`src/rtl/coco_rtc_pkg.sv`:
```
// Shared types and constants for the phantom clock.
// Covers the FSM states, the default recognition pattern and the frame byte layout.
package coco_rtc_pkg;
  typedef enum logic {HUNT = 1'b0, XFER = 1'b1} state_e;

  localparam logic [63:0] PATTERN_DEFAULT = 64'h5CA33AC55CA33AC5;

  localparam int BY_HSEC = 0;
  localparam int BY_SEC  = 1;
  localparam int BY_MIN  = 2;
  localparam int BY_HOUR = 3;
  localparam int BY_DWK  = 4;
  localparam int BY_DATE = 5;
  localparam int BY_MNTH = 6;
  localparam int BY_YEAR = 7;

  // Fields that need a BCD converter: sec, min, hour, date, month, year.
  localparam int NUM_BCD = 6;
endpackage

```
`src/rtl/bin2bcd99.sv`:
```
// Combinational 7-bit binary to two-digit BCD converter.
// Values above 99 keep only the low four bits of the tens digit.
module bin2bcd99 (
  input  logic [6:0] bin_i,
  output logic [7:0] bcd_o
);
  logic [3:0] tens;
  logic [3:0] ones;

  always_comb begin
    tens  = 4'(bin_i / 7'd10);
    ones  = 4'(bin_i - 7'(tens) * 7'd10);
    bcd_o = {tens, ones};
  end
endmodule

```
`src/rtl/phantom_clock.sv`:
```
// Serial-unlock real-time clock: hunts a 64-bit write pattern, then streams
// a frozen 64-bit BCD time frame one bit per access.
module phantom_clock
  import coco_rtc_pkg::*;
#(
  parameter logic [63:0] PATTERN = PATTERN_DEFAULT
) (
  input  logic       clk,
  input  logic       reset,
  input  logic       acc,
  input  logic       a2,
  input  logic       a0,
  input  logic [6:0] i_year,
  input  logic [3:0] i_mnth,
  input  logic [4:0] i_dmth,
  input  logic [2:0] i_dwk,
  input  logic [4:0] i_hour,
  input  logic [5:0] i_min,
  input  logic [5:0] i_sec,
  output logic       dout,
  output logic       drive,
  output logic       active
);
  state_e      state_q, state_d;
  logic [5:0]  ptr_q, ptr_d;
  logic [5:0]  bc_q, bc_d;
  logic [63:0] frame_q, frame_d;
  logic [63:0] snap;

  logic [NUM_BCD-1:0][6:0] bin;
  logic [NUM_BCD-1:0][7:0] bcd;

  assign bin = {i_year, {3'b0, i_mnth}, {2'b0, i_dmth},
                {2'b0, i_hour}, {1'b0, i_min}, {1'b0, i_sec}};

  for (genvar g = 0; g < NUM_BCD; g++) begin : g_cvt
    bin2bcd99 u_cvt (.bin_i(bin[g]), .bcd_o(bcd[g]));
  end

  always_comb begin
    snap                  = '0;
    snap[8*BY_HSEC +: 8]  = 8'h00;
    snap[8*BY_SEC  +: 8]  = bcd[0];
    snap[8*BY_MIN  +: 8]  = bcd[1];
    snap[8*BY_HOUR +: 8]  = {1'b0, bcd[2][6:0]};
    snap[8*BY_DWK  +: 8]  = {5'b0, i_dwk};
    snap[8*BY_DATE +: 8]  = bcd[3];
    snap[8*BY_MNTH +: 8]  = bcd[4];
    snap[8*BY_YEAR +: 8]  = bcd[5];
  end

  always_ff @(posedge clk or posedge reset) begin
    if (reset) begin
      state_q <= HUNT;
      ptr_q   <= '0;
      bc_q    <= '0;
      frame_q <= '0;
    end else begin
      state_q <= state_d;
      ptr_q   <= ptr_d;
      bc_q    <= bc_d;
      frame_q <= frame_d;
    end
  end

  // The frame is only loaded on the unlocking write, so it stays frozen for the transfer.
  always_comb begin
    state_d = state_q;
    ptr_d   = ptr_q;
    bc_d    = bc_q;
    frame_d = frame_q;
    active  = (state_q == XFER);
    drive   = 1'b0;
    dout    = 1'b0;
    case (state_q)
      HUNT: begin
        if (acc) begin
          if (!a2 && (a0 == PATTERN[ptr_q])) begin
            ptr_d = ptr_q + 6'd1;
            if (ptr_q == 6'd63) begin
              state_d = XFER;
              bc_d    = '0;
              frame_d = snap;
            end
          end else begin
            ptr_d = '0;
          end
        end
      end
      XFER: begin
        dout  = frame_q[bc_q];
        drive = acc & a2;
        if (acc) begin
          bc_d = bc_q + 6'd1;
          if (bc_q == 6'd63) begin
            state_d = HUNT;
            ptr_d   = '0;
          end
        end
      end
      default: state_d = HUNT;
    endcase
  end
endmodule

```
`config.mk`:
```
export PLATFORM = sky130hd
export DESIGN_NAME = phantom_clock
export DESIGN_NICKNAME = d
export VERILOG_FILES = /design/src/rtl/coco_rtc_pkg.sv /design/src/rtl/bin2bcd99.sv /design/src/rtl/phantom_clock.sv
export SDC_FILE = /design/constraint.sdc
export NUM_CORES = 1
export LEC_CHECK = 0
export CAP_MARGIN = 30
export CORE_MARGIN = 3
export CORE_UTILIZATION = 35
export DETAILED_ROUTE_END_ITERATION = 7
export DONT_BUFFER_PORTS = 1
export REMOVE_ABC_BUFFERS = 1
export SLEW_MARGIN = 20
export SYNTH_ARGS = -nofsm -noshare
export SYNTH_HDL_FRONTEND = slang
export SYNTH_SLANG_ARGS = --single-unit
```
`constraint.sdc`:
```
create_clock -name clk -period 3.94 [get_ports clk]
set_input_delay 0.591 -clock clk [delete_from_list [all_inputs] [get_ports clk]]
set_output_delay 0.591 -clock clk [all_outputs]
set_load 0.03 [all_outputs]
```
==> summary.md <==
| Metric | Value |
|---|---|
| Startpoint types | `input pin` |
| CTS Buf Count | `5` |
| Worst-path clk slew | `70 ps` |
| Initial core utilization | `approximately 36%` |
| Crit. path cell count | `18` |
| Post-CTS Setup Bufs | `0` |
| EDFF count, synth | `0` |
| Critical Path Sink | `frame_q[11]` |
| Port Buffers | `0` |
| Area contributors post-synth | `dfrtp_1 (35%), ha_1 (7.2%), o21ai_0 (5.6%)` |
| CP most frequent cell | `nor2_1` |
| Skew-Pair Late Insertion Delay | `300 ps` |
| Type of element capturing the critical path | `flop` |
| Peak supply drop | `around 160 uV` |
| Clock Tree Buf Depth | `2` |
| Setup violators final | `0` |
| Reg2reg end | `frame_q[34]` |
| Clock skew | `between 7 and 8 ps` |
| Worst path bufs/invs | `2` |
| Cell Area, Placed | `4120 um^2` |
| Antenna violations before repair | `1` |
| Total track usage | `13.1%` |
| First element of the critical path | `i_sec[4]` |
| Nets | `494` |
| Cell variety after synth | `65` |
| CTS root buf | `clkbuf_16` |
| Slew Limit Fails | `0` |
| Last weighted congestion value of the routability-driven placer | `0.710` |
| Filler instances | `1092` |
| Cell Pwr Density | `about 280 nW/um^2` |
| Critical Path RT | `4150 ps` |
| Post-synth top area share | `34.5%` |
| Peak Freq | `278 MHz` |
| DP Wirelength | `6160 um` |
| Post-Route Utilization | `39.0%` |
| Drt drc | `0` |
| Register area | `1380 um^2` |
| Worst Reg2Reg Path Length in Cells | `5` |
| Die Span X | `113 um` |
| Crit-path cells | `inv_1 > ha_1 > o21ai_0 > nor2_1 > a211oi_1 > nor2_1 > nor2_1 > ha_1 > nand2_1 > a2111oi_0 > a22o_2 > nor2_1 > ha_1 > inv_1 > fa_1 > xnor2_1 > or4_1 > o211ai_2` |
| Critical path's top delay family | `adder cells` |
| Tcrit/Tclk final | `91.4%` |
| Post-synth top flop | `dfrtp_1` |
| Max capacitance violation total | `0` |
| CP max stage delay | `420 ps` |
| Post-synthesis async set-or-reset flop share | `100%` |
| Rel. slew slack | `37.5%` |
| Outcome | `finished, final reports clean` |
| Synth warn | `0` |
| Gate Count Post-Synth | `431` |
| Total global routing overflow | `0` |
| Number of global-route vias before repair | `3040` |
| Min Hold Slack | `296 ps` |
| Post-synthesis cell area | `3990 um^2` |
| Number of I/O pins | `44` |
| Die Height | `113 um` |
| Vias | `approximately 3.1k` |
| Layout Cells excl Fill | `565` |
| CTS tree | `built` |
| Ant diodes | `0` |
| Setup TNS | `0 ps` |
| Hold Path Class | `input pin to async pin` |
| Slowest cell on the critical path | `or4_1` |
| Yosys reg bits | `55` |
| Reg-to-Reg Start | `ptr_q[1]` |
| CP Data Arrival Time | `3810 ps` |
| H-tree depth | `2` |
| Final hold violation count | `0` |
| CTS resizes | `0` |
| CP Max Fanout | `8` |
| R2r setup slk | `1420 ps` |
| Crit Path Class | `input pin to flop` |
| # clock sinks | `between 50 and 60` |
| Unrepaired setup endpoints after global routing | `false` |
| Placed cell count | `roughly 560` |
| Rows | `38` |
| Syn_area_per_cell | `9.25 um^2` |
| Cell area after layout | `4290 um^2` |
| Cell taking the most area after synthesis | `dfrtp_1` |
| Worst-margin pin slew | `933 ps` |
| Total Wirelength | `8250 um` |
| Vias per cell | `approximately 5.4` |
| Largest net degree at the start of global routing | `42` |
| Static leakage | `between 1.5 and 2 nW` |
| Register area share after synthesis | `34.5%` |
| Layout cells sized above 1 | `11.3%` |
| Multi-input gate area | `2410 um^2` |
| Number of DRC markers in iteration 0 | `124` |
| Area growth syn-to-layout | `7.43%` |
| Cts-stage hold buffer count | `0` |
| Drt pass-1 iters | `5` |
| Core footprint | `11000 um^2` |
| Post-DRT Antenna Nets | `0` |
| Fin crit period | `3600 ps` |
| First-pass GRT wire length | `between 10000 and 15000 um` |
| Die area | `12700 um^2` |
| Wire per inst | `~15 um` |
routing by layer:
metal,part of all wire [%],wire length (um),GRT usage (%)
met5,0.085,7,0
met4,0.69,57,2.64
met3,3.6,298,2.89
met2,50,4150,23.3
met1,45,3730,16.3
cell usage in the layout (no fill, tap or decap), types with 6 or more instances in the layout:
cell type	n
buf_4	6
o21ai_0	45
mux2_2	15
nand2_1	57
xor2_1	6
nor2_1	16
nand2b_1	9
ha_1	23
a21oi_1	16
mux2i_1	12
inv_1	28
nor3_1	8
nand3_1	12
dfrtp_1	55
nor2b_1	12
mux4_2	6
xnor2_1	6
worst min-delay path by stage:
stage / slack (ps) / cells after the start / to / start
floorplan: 440 / 2 / frame_q[16] / frame_q[16]
global placement: 450 / 2 / frame_q[24] / frame_q[24]
detailed placement: 460 / 2 / frame_q[40] / frame_q[40]
CTS: 330 / 1 / frame_q[56] / reset
global route: 370 / 1 / frame_q[56] / reset
finish: 300 / 1 / frame_q[56] / reset
worst register-to-register path, delay by kind of cell, from the launching register on:
family	cells	cell delay (ps)
AOI/OAI and AO/OA	1	800
adders and majority gates	1	210
DFF	1	410
muxes	1	430
and+or+nand+nor	2	570
area by class of cell:
class | count | share of cell area (%)
Clock buffer | 5 | 2.92
Clock inverter | 2 | 0.409
Inverter | 29 | 2.54
Multi-Input combinational cell | 327 | 56.2
Sequential cell | 55 | 32.1
Tap cell | 140 | 4.09
Timing Repair Buffer | 7 | 1.69
metrics by stage:
step                total power (W)  setup slack, ps
finish                      0.00120              341
global route                0.00126             49.0
CTS                         0.00122              343
detailed placement         0.000774             55.1
global placement           0.000768              163
floorplan                  0.000731              139
power breakdown:
part	internal [W]	leakage, nW	switching [W]	total (W)
sequential	0.000567	0.768	0.00000436	0.000571
combinational	0.0000864	1.01	0.000103	0.000189
clock	0.000236	0.0703	0.000206	0.000442
Yosys cell counts (10+ instances only):
master / n
nand2_1: 57
dfrtp_1: 55
o21ai_0: 45
inv_1: 29
ha_1: 23
a21oi_1: 16
nor2_1: 16
mux2_2: 15
mux2i_1: 12
nand3_1: 12
nor2b_1: 12
clkbuf_1: 10
cell families (layout without fill, tap and decap cells):
group | count (synthesis) | in the layout | synth area share, %
AND/OR/NAND/NOR | 138 | 138 | 17.5
multiplexers | 33 | 33 | 10.6
AO/OA/AOI/OAI | 116 | 116 | 19.7
flip-flops | 55 | 55 | 34.5
adder cells (fa/ha/maj) | 28 | 28 | 9.72
buffers and inverters | 49 | 43 | 5.27
XOR/XNOR | 12 | 12 | 2.63
flip-flops by register name, summed over array words and instances, names as in the netlist:
name	flops
frame_q	42
bc_q	6
ptr_q	6
active	1
Power figures use the tool's default switching activity.
